### config.mk
export PLATFORM = sky130hd
export DESIGN_NAME = aoi_exp_pipe
export DESIGN_NICKNAME = d
export VERILOG_FILES = /design/src/rtl/aoi_exp_pipe.sv
export SDC_FILE = /design/constraint.sdc
export NUM_CORES = 1
export LEC_CHECK = 0
export ABC_AREA = 0
export CAP_MARGIN = 5
export CORE_MARGIN = 2
export CORE_UTILIZATION = 39
export CTS_BUF_LIST = sky130_fd_sc_hd__clkbuf_16
export DETAILED_ROUTE_END_ITERATION = 6
export GPL_TIMING_DRIVEN = 1
export PLACE_DENSITY = 0.74
export SYNTH_ARGS = -nofsm -noshare
export SYNTH_HDL_FRONTEND = slang
export SYNTH_SLANG_ARGS = --single-unit
### constraint.sdc
create_clock -name CLK -period 1.4 [get_ports CLK]
set_input_delay 0.28 -clock CLK [delete_from_list [all_inputs] [get_ports CLK]]
set_output_delay 0.28 -clock CLK [all_outputs]
set_load 0.01 [all_outputs]
### src/rtl/aoi_exp_pipe.sv
// Pipelined AND-OR-INVERT gate with expander chaining, a term-enable mask and a low-Y counter.
// Latency: 2 register stages (accept edge -> stage 1, next edge -> outputs), 1 result per cycle.
// Backpressure: outputs hold while OUT_VALID & ~OUT_READY; IN_READY drops only when both stages are full.
//
// Ports:
//   CLK, RST                   clock and synchronous active-high reset
//   IN_VALID/IN_READY          input handshake for TERM_IN, EXP_X, EXP_XBAR
//   TERM_IN                    NUM_TERMS packed AND terms, TERM_WIDTH bits each
//   EXP_X/EXP_XBAR             expander pair from an upstream gate
//   CFG_WE/CFG_MASK            term-enable mask load
//   COUNT_CLR                  clears HIT_COUNT
//   OUT_VALID/OUT_READY        output handshake for Y, X_OUT, XBAR_OUT
//   HIT_COUNT                  saturating count of delivered results with Y == 0
module aoi_exp_pipe #(
  parameter int NUM_TERMS  = 4,
  parameter int TERM_WIDTH = 2,
  parameter int CNT_WIDTH  = 8
) (
  input  logic                            CLK,
  input  logic                            RST,
  input  logic                            IN_VALID,
  output logic                            IN_READY,
  input  logic [NUM_TERMS*TERM_WIDTH-1:0] TERM_IN,
  input  logic                            EXP_X,
  input  logic                            EXP_XBAR,
  input  logic                            CFG_WE,
  input  logic [NUM_TERMS-1:0]            CFG_MASK,
  input  logic                            COUNT_CLR,
  output logic                            OUT_VALID,
  input  logic                            OUT_READY,
  output logic                            Y,
  output logic                            X_OUT,
  output logic                            XBAR_OUT,
  output logic [CNT_WIDTH-1:0]            HIT_COUNT
);

  logic [NUM_TERMS-1:0] mask;
  logic [NUM_TERMS-1:0] term_and;

  logic                 s1_valid;
  logic [NUM_TERMS-1:0] s1_term_and;
  logic                 s1_exp_x;
  logic                 s1_exp_xbar;

  logic                 x_q;

  logic                 s2_advance;
  logic                 s1_accept;
  logic                 out_xfer;
  logic                 count_sat;

  // Stage 2 is free to load whenever it is empty or being drained this cycle.
  assign s2_advance = ~OUT_VALID | OUT_READY;
  assign IN_READY   = ~s1_valid | s2_advance;
  assign s1_accept  = IN_VALID & IN_READY;
  assign out_xfer   = OUT_VALID & OUT_READY;
  assign count_sat  = &HIT_COUNT;

  // Term products use the mask as registered before this edge, so a capture
  // coinciding with CFG_WE still sees the old mask.
  always_comb begin
    term_and = '0;
    for (int t = 0; t < NUM_TERMS; t++) begin
      term_and[t] = (&TERM_IN[t*TERM_WIDTH +: TERM_WIDTH]) & mask[t];
    end
  end

  always_ff @(posedge CLK) begin
    if (RST) begin
      mask <= '1;
    end else if (CFG_WE) begin
      mask <= CFG_MASK;
    end
  end

  // Stage 1: captured term products and expander pair.
  always_ff @(posedge CLK) begin
    if (RST) begin
      s1_valid    <= 1'b0;
      s1_term_and <= '0;
      s1_exp_x    <= 1'b0;
      s1_exp_xbar <= 1'b1;
    end else if (s1_accept) begin
      s1_valid    <= 1'b1;
      s1_term_and <= term_and;
      s1_exp_x    <= IN_VALID ? EXP_X : s1_exp_x;
      s1_exp_xbar <= EXP_XBAR;
    end else if (s2_advance) begin
      s1_valid    <= 1'b0;
    end
  end

  // Stage 2: the OR reduction. Data only updates when a real entry moves in,
  // so the last result stays on the outputs through a bubble.
  always_ff @(posedge CLK) begin
    if (RST) begin
      OUT_VALID <= 1'b0;
      x_q       <= 1'b0;
    end else if (s2_advance) begin
      OUT_VALID <= s1_valid;
      if (s1_valid) begin
        x_q <= (|s1_term_and) | s1_exp_x | ~s1_exp_xbar;
      end
    end
  end

  assign X_OUT    = x_q;
  assign Y        = ~x_q;
  assign XBAR_OUT = ~x_q;

  // Counts delivered low-Y results; clear beats increment, no wrap at the top.
  always_ff @(posedge CLK) begin
    if (RST) begin
      HIT_COUNT <= '0;
    end else if (COUNT_CLR) begin
      HIT_COUNT <= '0;
    end else if (out_xfer & ~Y & ~count_sat) begin
      HIT_COUNT <= HIT_COUNT + CNT_WIDTH'(1);
    end
  end

endmodule

# Yosys cells after proc, flatten, opt, wreduce, memory -nomap -nowiden
# Cells that the tools add are included.
dict set report totals {
  ff_bits 21
  out_inout_bits 13
  elab_cells 38
}
dict set report op_classes {
  n_addsub 1
  n_mux 2
  bitwise_logic 17
  n_reduce_logical 10
}
# cell n
set op_table {}
lappend op_table {{$reduce_and A2 Y1} 6}
lappend op_table {{$add A8 B1 Y8 const B} 1}
lappend op_table {{$and A1 B1 Y1} 8}
lappend op_table {{$reduce_and A8 Y1} 1}
lappend op_table {{$not A1 Y1} 5}
lappend op_table {{$or A1 B1 Y1} 4}
lappend op_table {{$reduce_or A4 Y1} 1}
lappend op_table {{$mux W1} 2}
lappend op_table {{$reduce_bool A2 Y1} 1}
lappend op_table {{$reduce_or A2 Y1} 1}

# Longest topological paths before layout
# Gate-level depths: netlist of the first run.
dict set report logic_depth {
  depth_word 5
  mapped_depth 5
  ltp_nobuf 5
}

# Worst setup path after synthesis of the first run
# OpenSTA, ideal clock, no wires.
dict set report synth_path {
  kind {register to register}
  start {register HIT_COUNT[0]}
  end {register HIT_COUNT[4]}
  setup_ps 116
  arrival_ps 1209
  required_ps 1284
  slack_ps 75
  path_stages_with_launch 6
  path_buffers 0
  synth_period_minus_slack_ps 1325
  path_cell_list {dfxtp_1 -> ha_1 -> nand2_1 -> a211oi_2 -> a21oi_1 -> a31o_1}
}
dict set report synth_via {
  elab_chain_len 3
}
# element line
set synth_lines {}
lappend synth_lines {{start, declared} 34} ;# output logic [CNT_WIDTH-1:0] HIT_COUNT
lappend synth_lines {{start signal, assigned} 118} ;# HIT_COUNT <= HIT_COUNT + CNT_WIDTH'(1);
lappend synth_lines {{parallel branches: the longest is 3 deep, another holds $add A8 B1 Y8} n/a}
# Several ways; the timed one is not identified.
# A chain may end at the register's enable or synchronous reset.

# Worst setup path in the final report of the first run
dict set report layout_path {
  start {register x_q, in the netlist X_OUT}
  end {output port XBAR_OUT}
}
dict set report layout_via {
  elab_chain_len 1
}
# element line
set layout_lines {}
lappend layout_lines {{start, declared} 45} ;# logic x_q;
lappend layout_lines {{start signal, assigned} 102} ;# x_q <= (|s1_term_and) | s1_exp_x | ~s1_exp_xbar;
lappend layout_lines {{$not A1 Y1} 109} ;# assign XBAR_OUT = ~x_q;
lappend layout_lines {{end, declared} 33} ;# output logic XBAR_OUT,
# Every way passes these cells.

==> results of run 1 <==
[placed cells by master (no fill, tap or decap), drive strengths merged]
cell	netlist	layout
and4	1	1
or3	1	1
o31ai	1	1
nand3	3	3
a21oi	11	11
clkdlybuf4s50	0	18
nand3b	2	2
dlygate4sd2	0	12
nor2	6	6
buf	3	8
dfxtp	21	21
nor4b	1	1
xor2	1	1
o311ai	1	1
nor3	6	6
nand4	5	5
and2	1	1
a211o	4	4
o21ai	1	1
o41ai	1	1
a31oi	1	1
or2	1	1
nor2b	5	5
nand2	14	14
ha	1	1
clkdlybuf4s15	0	1
and3	2	2
or2b	1	1
mux2i	1	1
a211oi	2	2
clkbuf	1	3
inv	4	5
a31o	1	1
dlymetal6s2s	0	1
[sequential cells by signal (all words and copies together), names as in the netlist]
name and count:
s1_valid 1, mask 4, HIT_COUNT 8, s1_term_and 4, X_OUT 1, s1_exp_x 1, s1_exp_xbar 1, OUT_VALID 1
[per-layer routing]
metal | track usage (%) | up-vias | share of wire (%)
met3 | 5.08 | 2 | 6.5
met1 | 19.6 | 415 | 41
li1 | - | 454 | -
met2 | 33.1 | 30 | 51
met4 | 6.41 | 0 | 0.86
met5 | 0 | - | 0
[tightest hold or removal path, cell delays in order (launching register included)]
cell and delay (ns):
dfxtp_1 0.31, nand2_1 0.05, a21oi_1 0.05
[cells by family (layout without fill, tap and decap cells)]
| group | after synthesis | count (layout) | share of synthesized area (%) |
|---|---|---|---|
| adder cells (fa/ha/maj) | 1 | 1 | 1.33 |
| AND/OR/NAND/NOR | 49 | 49 | 29.3 |
| flip-flops | 21 | 21 | 44.8 |
| multiplexers | 1 | 1 | 1.07 |
| AO/OA/AOI/OAI | 23 | 23 | 18.0 |
| XOR/XNOR | 1 | 1 | 0.934 |
| buffers and inverters | 8 | 48 | 4.53 |
[metrics by stage]
stage / total power (uW) / TNS [ns] / hold WS, ns
2_1_floorplan: 705 / 0 / 0.379
3_3_place_gp: 792 / -2.65 / 0.442
4_1_cts: 1380 / 0 / 0.457
3_5_place_dp: 795 / -2.88 / 0.451
5_1_grt: 1430 / 0 / 0.468
6_report: 1370 / 0 / 0.462
[final cells by class]
cell class | count | share of cell area (%)
Multi-Input combinational cell | 75 | 35.3
Sequential cell | 21 | 29.9
Inverter | 4 | 1.05
Timing Repair Buffer | 40 | 25.8
Clock buffer | 3 | 5.25
Tap cell | 28 | 2.45
Clock inverter | 1 | 0.263
[cells in the mapped netlist, drive strengths merged]
cell and instances:
nor2 6, nor2b 5, nor4b 1, inv 4, ha 1, nand3 3, a211oi 2, a31oi 1
o21ai 1, a211o 4, o311ai 1, nand4 5, nor3 6, buf 3, clkbuf 1, or2 1
xor2 1, a31o 1, o31ai 1, dfxtp 21, and4 1, mux2i 1, and3 2, nand2 14
or2b 1, nand3b 2, or3 1, a21oi 11, o41ai 1, and2 1
[worst paths after layout]
path                                     start        endpoint
worst max-delay path                     X_OUT        XBAR_OUT
worst min-delay path            s1_term_and[1]  s1_term_and[1]
worst max register to register    HIT_COUNT[0]    HIT_COUNT[4]
worst min register to register  s1_term_and[1]  s1_term_and[1]
[timing repair]
item                                    CTS  global route
endpoints found under the setup margin   15            10
pin swaps                                 1             2
resized for setup                        20             9
[power by group]
part	switching [uW]	internal [uW]
combinational	53.1	88.6
clock	211	380
sequential	15.6	620
total	280	1090
==> key figures, run 1 <==
Outcome
  • Status: finished, final reports clean

Critical path
  • WP data arrival: a little over 1 ns
  • CP max stage delay: 0.42 ns
  • Levels on crit path: 2
  • CP startpoint kind: flip-flop
  • FF-to-FF path depth: 5
  • Worst path cell trace: inv_1, dlygate4sd2_1
  • Crit path max fanout: 5
  • Buffers and inverters on the worst path: 2
  • CP required: 1.12 ns
  • Critical path's top delay family: flip-flops
  • Worst reg-to-reg setup slack: 0.12 ns
  • Crit Path Class: flip-flop to output port
  • Crit path max-delay cell type: dfxtp_1
  • Worst setup EP type: output port

Clock tree
  • # clock sinks: 21
  • Number of H-tree levels: 1
  • Hold-fix buffers, CTS: 0
  • TritonCTS Buffers: 3
  • CTS tree: done
  • Setup bufs post-CTS: 0
  • Reg clk slew, reported paths: roughly 0.05 ns
  • Clock tree buffer depth: 2
  • Root buf cell: clkbuf_16
  • Clock Latency Late Sink: approximately 0.25 ns

Place
  • Placed cells: 168
  • IO buf count: 32
  • Routability congestion estimate: between 0.7 and 0.8
  • Post-place setup slack: -0.303 ns
  • DPL Wire Length: 1580 um
  • DP Area: 1330 um^2

Timing
  • Final setup fails: 0
  • Final Max Tran Viols: 0
  • Slew @ Worst Pin: approximately 0.27 ns
  • Worst clock skew: 0.00137 ns
  • Worst setup margin: 0.0973 ns
  • Min Tclk post-route: 1.30 ns
  • Tcrit/Tclk final: 93.0%
  • RSZ-0062 raised after global routing: false
  • Fmax achieved: ~770 MHz
  • Relative slew slack: between 80 and 90%
  • Final hold violations: 0

Hold path
  • Hold crit path type: flip-flop to flip-flop
  • Hold Path Cell Cnt: 2

Floorplan
  • Initial Utilization: between 40% and 50%
  • Die Width: 53.1 um
  • I/O Pins: 33
  • Core Region: 2230 um^2
  • Die Area: 2810 um^2
  • Placement row count: 17
  • Chip Height: 53.1 um

Global route
  • Pin count of the biggest net entering global routing: 15
  • Global route total overflow: 0
  • GRT Util Overall: 18.1%
  • Vias in the first global route: 847
  • Antenna violations before repair: 0
  • First-pass GRT wire length: around 3700 um

Yosys
  • Post-Syn Instances: 104
  • Largest area contributor in the netlist: dfxtp_1
  • Syn nets: 125
  • FF+latch count, synth: 21
  • Largest cells by area after synthesis: dfxtp_1, a21oi_1, nand2_1, a211o_1, nand4_1
  • Ys Warns: 0
  • Post-Syn Area: approximately 940 um^2
  • Distinct cell type count after synthesis: 36
  • Post-synthesis sequential area ratio: between 40% and 50%
  • Avg Synthesized Cell Area: 9.02 um^2
  • Top cell type's share of synthesized area: 44.8%

Pwr
  • P_leak: 0.000607 uW
  • Worst VDD drop: 0.784 mV
  • PwrDens: 958 nW/um^2

Final layout
  • Area Growth Syn to Fin: 52.3%
  • FILL cells: about 190
  • Diode count: 0
  • Reg area: ~430 um^2
  • Layout net count: between 150 and 200
  • Final std cell area, no fill: 1430 um^2
  • Multi-input gate area: about 500 um^2
  • Share of cells above drive strength 1: 21.5%
  • Final std cells w/o fill: about 170
  • Final Util: between 60% and 70%

Job
  • # Max-Cap Violations: 0

Detailed routing
  • Post-route ant nets: 0
  • Routed WL per cell: 12.2 um
  • Via count: between 900 and 1k
  • WL final: 2100 um
  • Initial drt markers: 13
  • Drt first pass iters: 4
  • DR DRC count: 0
  • Vias/cell: 5.24
Note: power is estimated with default switching activity, not from simulation.
==> inputs of run 2 (changes only) <==
Settings changed: SLEW_MARGIN set to 20.
==> results of run 2 <==
Same layout as run 1: the final DEF is identical, and so are final timing and power.
